<file path="config.mk">
export PLATFORM = sky130hd
export DESIGN_NAME = pipelined_cla_addsub
export DESIGN_NICKNAME = d
export VERILOG_FILES = /design/src/rtl/pipelined_cla_addsub.sv
export SDC_FILE = /design/constraint.sdc
export NUM_CORES = 1
export LEC_CHECK = 0
export ABC_AREA = 1
export BUFFER_PORTS_ARGS = -buffer_cell sky130_fd_sc_hd__buf_2
export CORE_MARGIN = 2
export CORE_UTILIZATION = 45
export DETAILED_ROUTE_END_ITERATION = 12
export REMOVE_ABC_BUFFERS = 1
export SLEW_MARGIN = 20
export SYNTH_ARGS = -nofsm -noshare
export SYNTH_HDL_FRONTEND = slang
export SYNTH_SLANG_ARGS = --single-unit
</file>
<file path="constraint.sdc">
create_clock -name clk -period 2.9 [get_ports clk]
set_input_delay 0.58 -clock clk [delete_from_list [all_inputs] [get_ports clk]]
set_output_delay 0.58 -clock clk [all_outputs]
set_load 0.05 [all_outputs]
</file>
<file path="src/rtl/pipelined_cla_addsub.sv">
// Pipelined add/sub built from 4-bit CLA groups, one segment per stage.
// Define ADDSUB_SAT_EN to clamp signed overflow and expose the sat port.
module pipelined_cla_addsub #(
    parameter int WIDTH  = 32,
    parameter int STAGES = 4
) (
    input  logic             clk,
    input  logic             rst_n,
    input  logic             in_valid,
    output logic             in_ready,
    input  logic [WIDTH-1:0] a,
    input  logic [WIDTH-1:0] b,
    input  logic             sub,
    output logic             out_valid,
    input  logic             out_ready,
    output logic [WIDTH-1:0] sum,
    output logic             c_out,
`ifdef ADDSUB_SAT_EN
    output logic             sat,
`endif
    output logic             ovf
);

    localparam int SEG = WIDTH / STAGES;
    localparam int NG  = SEG / 4;

    if (STAGES < 1 || (WIDTH % (4 * STAGES)) != 0) begin : bad_cfg
        $error("pipelined_cla_addsub: WIDTH must be a multiple of 4*STAGES");
    end

    // Returns {carry_out, sum}; group carries are pure lookahead terms.
    function automatic logic [SEG:0] seg_add(
        input logic [SEG-1:0] x,
        input logic [SEG-1:0] y,
        input logic           ci
    );
        logic [SEG-1:0] p;
        logic [SEG-1:0] g;
        logic [SEG:0]   c;
        logic [NG-1:0]  gp;
        logic [NG-1:0]  gg;
        logic [NG:0]    gc;
        logic           t;
        p = x ^ y;
        g = x & y;
        for (int j = 0; j < NG; j++) begin
            gp[j] = &p[4*j +: 4];
            gg[j] = g[4*j+3]
                  | (p[4*j+3] & g[4*j+2])
                  | (&p[4*j+2 +: 2] & g[4*j+1])
                  | (&p[4*j+1 +: 3] & g[4*j]);
        end
        for (int j = 0; j <= NG; j++) begin
            t = ci;
            for (int i = 0; i < j; i++) t = t & gp[i];
            gc[j] = t;
            for (int i = 0; i < j; i++) begin
                t = gg[i];
                for (int l = i + 1; l < j; l++) t = t & gp[l];
                gc[j] = gc[j] | t;
            end
        end
        for (int j = 0; j < NG; j++) begin
            c[4*j]   = gc[j];
            c[4*j+1] = g[4*j] | (p[4*j] & gc[j]);
            c[4*j+2] = g[4*j+1]
                     | (p[4*j+1] & g[4*j])
                     | (&p[4*j +: 2] & gc[j]);
            c[4*j+3] = g[4*j+2]
                     | (p[4*j+2] & g[4*j+1])
                     | (&p[4*j+1 +: 2] & g[4*j])
                     | (&p[4*j +: 3] & gc[j]);
        end
        c[SEG] = gc[NG];
        return {c[SEG], p ^ c[SEG-1:0]};
    endfunction

    logic advance;

    assign advance  = ~out_valid | out_ready;
    assign in_ready = advance;

    for (genvar k = 0; k < STAGES; k++) begin : st
        localparam int LO = k * SEG;
        localparam int HI = WIDTH - LO;

        logic              v_i;
        logic              c_i;
        logic [HI-1:0]     a_i;
        logic [HI-1:0]     b_i;
        logic [SEG:0]      sc;
        logic [LO+SEG-1:0] r_c;
        logic [LO+SEG-1:0] r_n;
        logic              v_q;
        logic              c_q;
        logic [LO+SEG-1:0] r_q;

        if (k == 0) begin : src
            assign v_i = in_valid;
            assign c_i = sub;
            assign a_i = a;
            assign b_i = sub ? ~b : b;
            assign r_c = sc[SEG-1:0];
        end else begin : src
            assign v_i = st[k-1].v_q;
            assign c_i = st[k-1].c_q;
            assign a_i = st[k-1].rem.a_q;
            assign b_i = st[k-1].rem.b_q;
            assign r_c = {sc[SEG-1:0], st[k-1].r_q};
        end

        assign sc = seg_add(a_i[SEG-1:0], b_i[SEG-1:0], c_i);

        if (k < STAGES - 1) begin : rem
            logic [HI-SEG-1:0] a_q;
            logic [HI-SEG-1:0] b_q;

            assign r_n = r_c;

            always_ff @(posedge clk) begin
                if (advance) begin
                    a_q <= a_i[HI-1:SEG];
                    b_q <= b_i[HI-1:SEG];
                end
            end
        end else begin : fin
            logic o_n;
            logic o_q;

            // Carry into the MSB is recovered as sum ^ a ^ b at that bit.
            assign o_n = sc[SEG] ^ sc[SEG-1] ^ a_i[SEG-1] ^ b_i[SEG-1];

`ifdef ADDSUB_SAT_EN
            logic s_q;

            assign r_n = o_n ? {sc[SEG], {(WIDTH-1){~sc[SEG]}}} : r_c;

            always_ff @(posedge clk) begin
                if (!rst_n) s_q <= 1'b0;
                else if (advance) s_q <= o_n;
            end
`else
            assign r_n = r_c;
`endif

            always_ff @(posedge clk) begin
                if (!rst_n) o_q <= 1'b0;
                else if (advance) o_q <= o_n;
            end
        end

        always_ff @(posedge clk) begin
            if (!rst_n) begin
                v_q <= 1'b0;
                c_q <= 1'b0;
                r_q <= '0;
            end else if (advance) begin
                v_q <= v_i;
                c_q <= sc[SEG];
                r_q <= r_n;
            end
        end
    end

    assign out_valid = st[STAGES-1].v_q;
    assign sum       = st[STAGES-1].r_q;
    assign c_out     = st[STAGES-1].c_q;
    assign ovf       = st[STAGES-1].fin.o_q;
`ifdef ADDSUB_SAT_EN
    assign sat       = st[STAGES-1].fin.s_q;
`endif

endmodule

</file>
; Yosys cells after proc, flatten, opt, wreduce, memory -nomap -nowiden
; Index checks and enable logic that the tools add are counted.
[word_totals]
elab_cells = 254
register_bits = 185
[classes]
n_reduce_logical = 48
mux = 1
n_bitwise = 186
[op_table]
columns = operator, n
row1 = $or 1x1->1, 85
row2 = $and 1x1->1, 84
row3 = $xor 8x8->8, 8
row4 = $reduce_and 2->1, 24
row5 = $reduce_and 3->1, 16
row6 = $and 8x8->8, 4
row7 = $mux 32, 1
row8 = $not 32->32, 1
row9 = $reduce_and 4->1, 8
row10 = $xor 1x1->1, 3
row11 = $not 1->1, 1

; Depth between registers and ports, before layout
[depth]
ltp_word = 12
mapped_depth = 14
mapped_depth_nobuf = 12

; Worst setup path after synthesis
; Ideal clock, no wire load.
[synth_path]
path_type = register to output
from = register st[3].v_q, in the netlist out_valid
to = output port in_ready
stages_incl_launch_ff = 6
t_required_ps = 2320
arrival_time_ps = 2318
setup_slack_ps = 2
cell_sequence = dfxtp_1 inv_1 nor2_4 inv_2 buf_2 buf_2
[synth_between]
elab_chain_cells = 2
[synth_lines]
columns = item, line
row1 = from (decl), 94  ; logic v_q;
row2 = from (signal assigned), 158  ; v_q <= v_i;
row3 = $not 1->1, 80  ; assign advance = ~out_valid | out_ready;
row4 = $or 1x1->1, 80
row5 = to (decl), 10  ; output logic in_ready,
; Every way passes these cells.

; Worst setup path after layout
[layout_path]
from = input port sub
to = register st[0].r_q[5]
[layout_between]
elab_chain_cells = 10
[layout_lines]
columns = item, line
row1 = from (decl), 13  ; input logic sub,
row2 = $mux 32, 102  ; assign b_i = sub ? ~b : b;
row3 = $xor 8x8->8 / $and 8x8->8 (equally long branches), "44, 45"
row4 = $and 1x1->1 / $reduce_and 2->1 (equally long branches), "49, 50"
row5 = $or 1x1->1 / $and 1x1->1 (equally long branches), "49, 50"
row6 = $or 1x1->1, 50  ; | (&p[4*j+2 +: 2] & g[4*j+1])
row7 = $or 1x1->1, 51  ; | (&p[4*j+1 +: 3] & g[4*j]);
row8 = $or 1x1->1, 60  ; gc[j] = gc[j] | t;
row9 = $and 1x1->1, 65  ; c[4*j+1] = g[4*j] | (p[4*j] & gc[j]);
row10 = $or 1x1->1, 65
row11 = $xor 8x8->8 *, 75  ; return {c[SEG], p ^ c[SEG-1:0]};
row12 = to (signal assigned), 160  ; r_q <= r_n;
row13 = to (decl), 96  ; logic [LO+SEG-1:0] r_q;
; Every way passes the cells marked *; elsewhere a longest branch is shown, timed or not.
; A chain may end at the register's enable or synchronous reset.

==> impl_results.rst <==
.. list-table::
   :header-rows: 1

   * - Metric
     - Value
   * - Chip Width
     - 135 µm
   * - Portion of the clock cycle consumed by the worst path in the final layout
     - 75.4%
   * - Area added between synthesis and finish
     - 16.7%
   * - Period minus WS final
     - 2.19 ns
   * - Average instance area after synthesis
     - 10.7 µm²
   * - Hold buffer count at cts
     - 0
   * - Post-synthesis instance total
     - 725
   * - Cell count after placement
     - 1024
   * - Wire length of the first global-routing pass
     - 22700 µm
   * - H-tree Lvls
     - 4
   * - Cell Count, Final, Fillers Out
     - 1057
   * - Worst path slowest cell
     - fa_1
   * - Share of the synthesized area in compound gates (AO/OA/AOI/OAI)
     - 9.45%
   * - Max Cap Viol
     - 0
   * - Final design area excluding fillers
     - 9030 µm²
   * - Final antenna-violating net count
     - 0
   * - Detailed placer's ending HPWL
     - 8940 µm
   * - Mapped Area
     - 7730 µm²
   * - Cell taking the most area after synthesis
     - edfxtp_1
   * - Placed inst area
     - 8470 µm²
   * - Core box area
     - 16700 µm²
   * - Fraction of layout cells with a size suffix above 1
     - 19.3%
   * - Die Y
     - 135 µm
   * - Die area
     - 18200 µm²
   * - Rows
     - 47
   * - Avg Vias per Cell
     - 4.87
   * - Number of endpoints failing setup at the final stage
     - 0
   * - Headroom to the max-slew limit
     - 59.4%
   * - Adder and majority gate portion of the synthesized area
     - 6.99%
   * - Count of cells resized by post-cts repair
     - 0
   * - Vias after detailed routing
     - 5143
   * - Max Transition Viols Final
     - 0
   * - Required time of the worst setup path
     - 3.25 ns
   * - Clk Latency, worst-skew pair
     - 0.42 ns
   * - Count of port buffers added during placement
     - 104
   * - Critical-path maximum fanout
     - 12
   * - Data arrival time of the critical path
     - 2.54 ns
   * - Per-cell routed wire length
     - 12.8 µm
   * - Worst-case clock buffer depth
     - 2
   * - Number of enable flip-flop cells after synthesis
     - 96
   * - Critical-path cell list
     - buf_2 > xor2_1 > ha_1 > nand2_1 > o21a_1 > nand3_1 > inv_1 > fa_1 > xor2_1 > a21oi_1
   * - Setup repair after global routing missed its margin
     - false
   * - Residual DRC
     - 0
   * - Power density over the cells
     - 719 nW/µm²
   * - Detailed router's first-iteration violation count
     - 246
   * - Sequential area share after synthesis
     - 60.3%
   * - Delay of the slowest cell on the worst path
     - 0.41 ns
   * - Setup Skew
     - 0.0106 ns
   * - Critical path class
     - in -> reg
   * - Overall routed net length
     - 13500 µm
   * - Synthesis Warnings
     - 0
   * - Flip-flop and latch count after synthesis
     - 185
   * - Number of antenna violations at the first check in global routing
     - 1
   * - Pleak
     - 4.23 nW
   * - Total GRT Usage
     - 15.8%
   * - Status
     - finished clean
   * - Clock Sink Count
     - 185
   * - Number of global-route vias before repair
     - 5011
   * - Top cells by instance count after synthesis
     - nor2_1, edfxtp_1, dfxtp_1, o21ai_0, inv_1
   * - Buffering stage count on the worst path with inverters included
     - 2
   * - Cell family with most CP delay
     - adder cells
   * - Startpoint types
     - input port
   * - Highest attainable clock frequency
     - 457 MHz
   * - Number of distinct library cells after synthesis
     - 35
   * - Fraction of synthesized cell area in xor and xnor cells
     - 5.32%
   * - Path category of the worst min-delay check
     - in -> reg
   * - Count of TritonRoute iterations in the first routing pass
     - 5
   * - Clock edge transition at the registers on the reported setup and hold paths
     - 0.07 ns
   * - Nets
     - 931
   * - Kind of capture point of the worst setup path
     - flip-flop
   * - Main area contributors after synthesis
     - edfxtp_1, dfxtp_1, nor2_1, ha_1, o21ai_0
   * - Peak supply drop
     - 0.428 mV
   * - Largest net degree at the start of global routing
     - 70
   * - Synth Area in Simple Gates
     - 13.2%
   * - Most frequent CP cell
     - xor2_1
   * - Main flop type after synthesis
     - edfxtp_1
   * - Least-Margin Pin Slew
     - 0.609 ns
   * - Top cell type's share of synthesized area
     - 37.3%
   * - Proportion of register bits with asynchronous set or reset after synthesis
     - 0%
   * - Post-synthesis mux area share
     - 0%
   * - Clock tree from TritonCTS
     - yes
   * - Final Util
     - 54.1%
   * - Post-route worst hold slack
     - 0.332 ns
   * - CTS root buf
     - clkbuf_16
   * - Sum of negative setup slack
     - 0 ns
   * - Setup fix buffers added after clock tree synthesis
     - 0
   * - Top-Level Pins
     - 105
   * - Initial Utilization
     - 46.3%
   * - Final Hold Fails
     - 0
   * - Number of buffers created by CTS
     - 17
   * - Weighted congestion at the end of routability-driven global placement
     - 0.810
   * - Grt total ovfl
     - 0
   * - Most frequently used cell type in the post-synthesis netlist
     - nor2_1
   * - Dominant combinational cell family by area after synthesis
     - simple AND/OR/NAND/NOR gates
sequential cells by signal, summed over array words and instances, names as in the netlist:
name,cells
st.r_q,48
out_valid,1
st.c_q,3
sum,32
c_out,1
st.rem.a_q,48
ovf,1
st.v_q,3
st.rem.b_q,48
layer usage:
| layer | wire length, µm | share of wire [%] | GRT usage (%) | vias up |
|---|---|---|---|---|
| met1 | 5890 | 44 | 18.9 | 2388 |
| li1 | - | - | - | 2630 |
| met3 | 625 | 4.6 | 4.20 | 23 |
| met4 | 278 | 2.1 | 6.89 | 0 |
| met5 | 0 | 0 | 0 | - |
| met2 | 6730 | 50 | 26.7 | 102 |
kinds of logic after synthesis:
logic type,Yosys count
AO/OA/AOI/OAI,133
XOR/XNOR,47
adder cells (fa/ha/maj),39
buffers and inverters,90
flip-flops,185
AND/OR/NAND/NOR,231
worst paths after layout:
path,start,to,slack [ns],cells after the start
hold reg to reg,st[1].rem.b_q[13]$_DFFE_PP_,st[2].rem.b_q[5]$_DFFE_PP_,0.42,0
setup reg to reg,st[1].rem.a_q[3]$_DFFE_PP_,st[2].r_q[20]$_SDFFE_PN0P_,0.96,8
hold / removal,a[22],st[0].rem.a_q[14]$_DFFE_PP_,0.33,1
setup / recovery,sub,st[0].r_q[5]$_SDFFE_PN0P_,0.71,10
cell usage in the layout, fill, tap and decap left out, drive strengths merged, types with 3 or more instances in the layout:
| master | instances |
|---|---|
| xor2 | 41 |
| a31oi | 3 |
| fa | 7 |
| nor2 | 122 |
| a21o | 4 |
| clkinv | 4 |
| o21bai | 7 |
| buf | 111 |
| clkbuf | 24 |
| or2 | 7 |
| ha | 32 |
| o211ai | 5 |
| nand2 | 56 |
| o21ai | 79 |
| dfxtp | 89 |
| nand4 | 9 |
| edfxtp | 96 |
| nand3 | 36 |
| a21oi | 34 |
| inv | 61 |
| xnor2 | 6 |
final cells by class:
type / instances / area (µm²)
Tap cell: 220 / 275
Inverter: 58 / 223
Clock inverter: 8 / 68.8
Clock buffer: 24 / 482
Timing Repair Buffer: 111 / 611
Fill cell: 1477 / 7670
Antenna cell: 1 / 2.50
Multi-Input combinational cell: 450 / 2700
Sequential cell: 185 / 4660
where the power goes:
part           switching, W  internal [W]  total, W
clock network      0.000917       0.00125   0.00216
registers          0.000122       0.00307   0.00319
logic              0.000728      0.000403   0.00113
per-stage QoR:
| stage | power, W | setup slack, ns |
|---|---|---|
| 2_1_floorplan | 0.00408 | -0.687 |
| 3_3_place_gp | 0.00433 | 0.403 |
| 3_5_place_dp | 0.00438 | 0.288 |
| 4_1_cts | 0.00656 | 0.737 |
| 5_1_grt | 0.00684 | 0.605 |
| 6_report | 0.00649 | 0.714 |
Power figures use the tool's default switching activity.
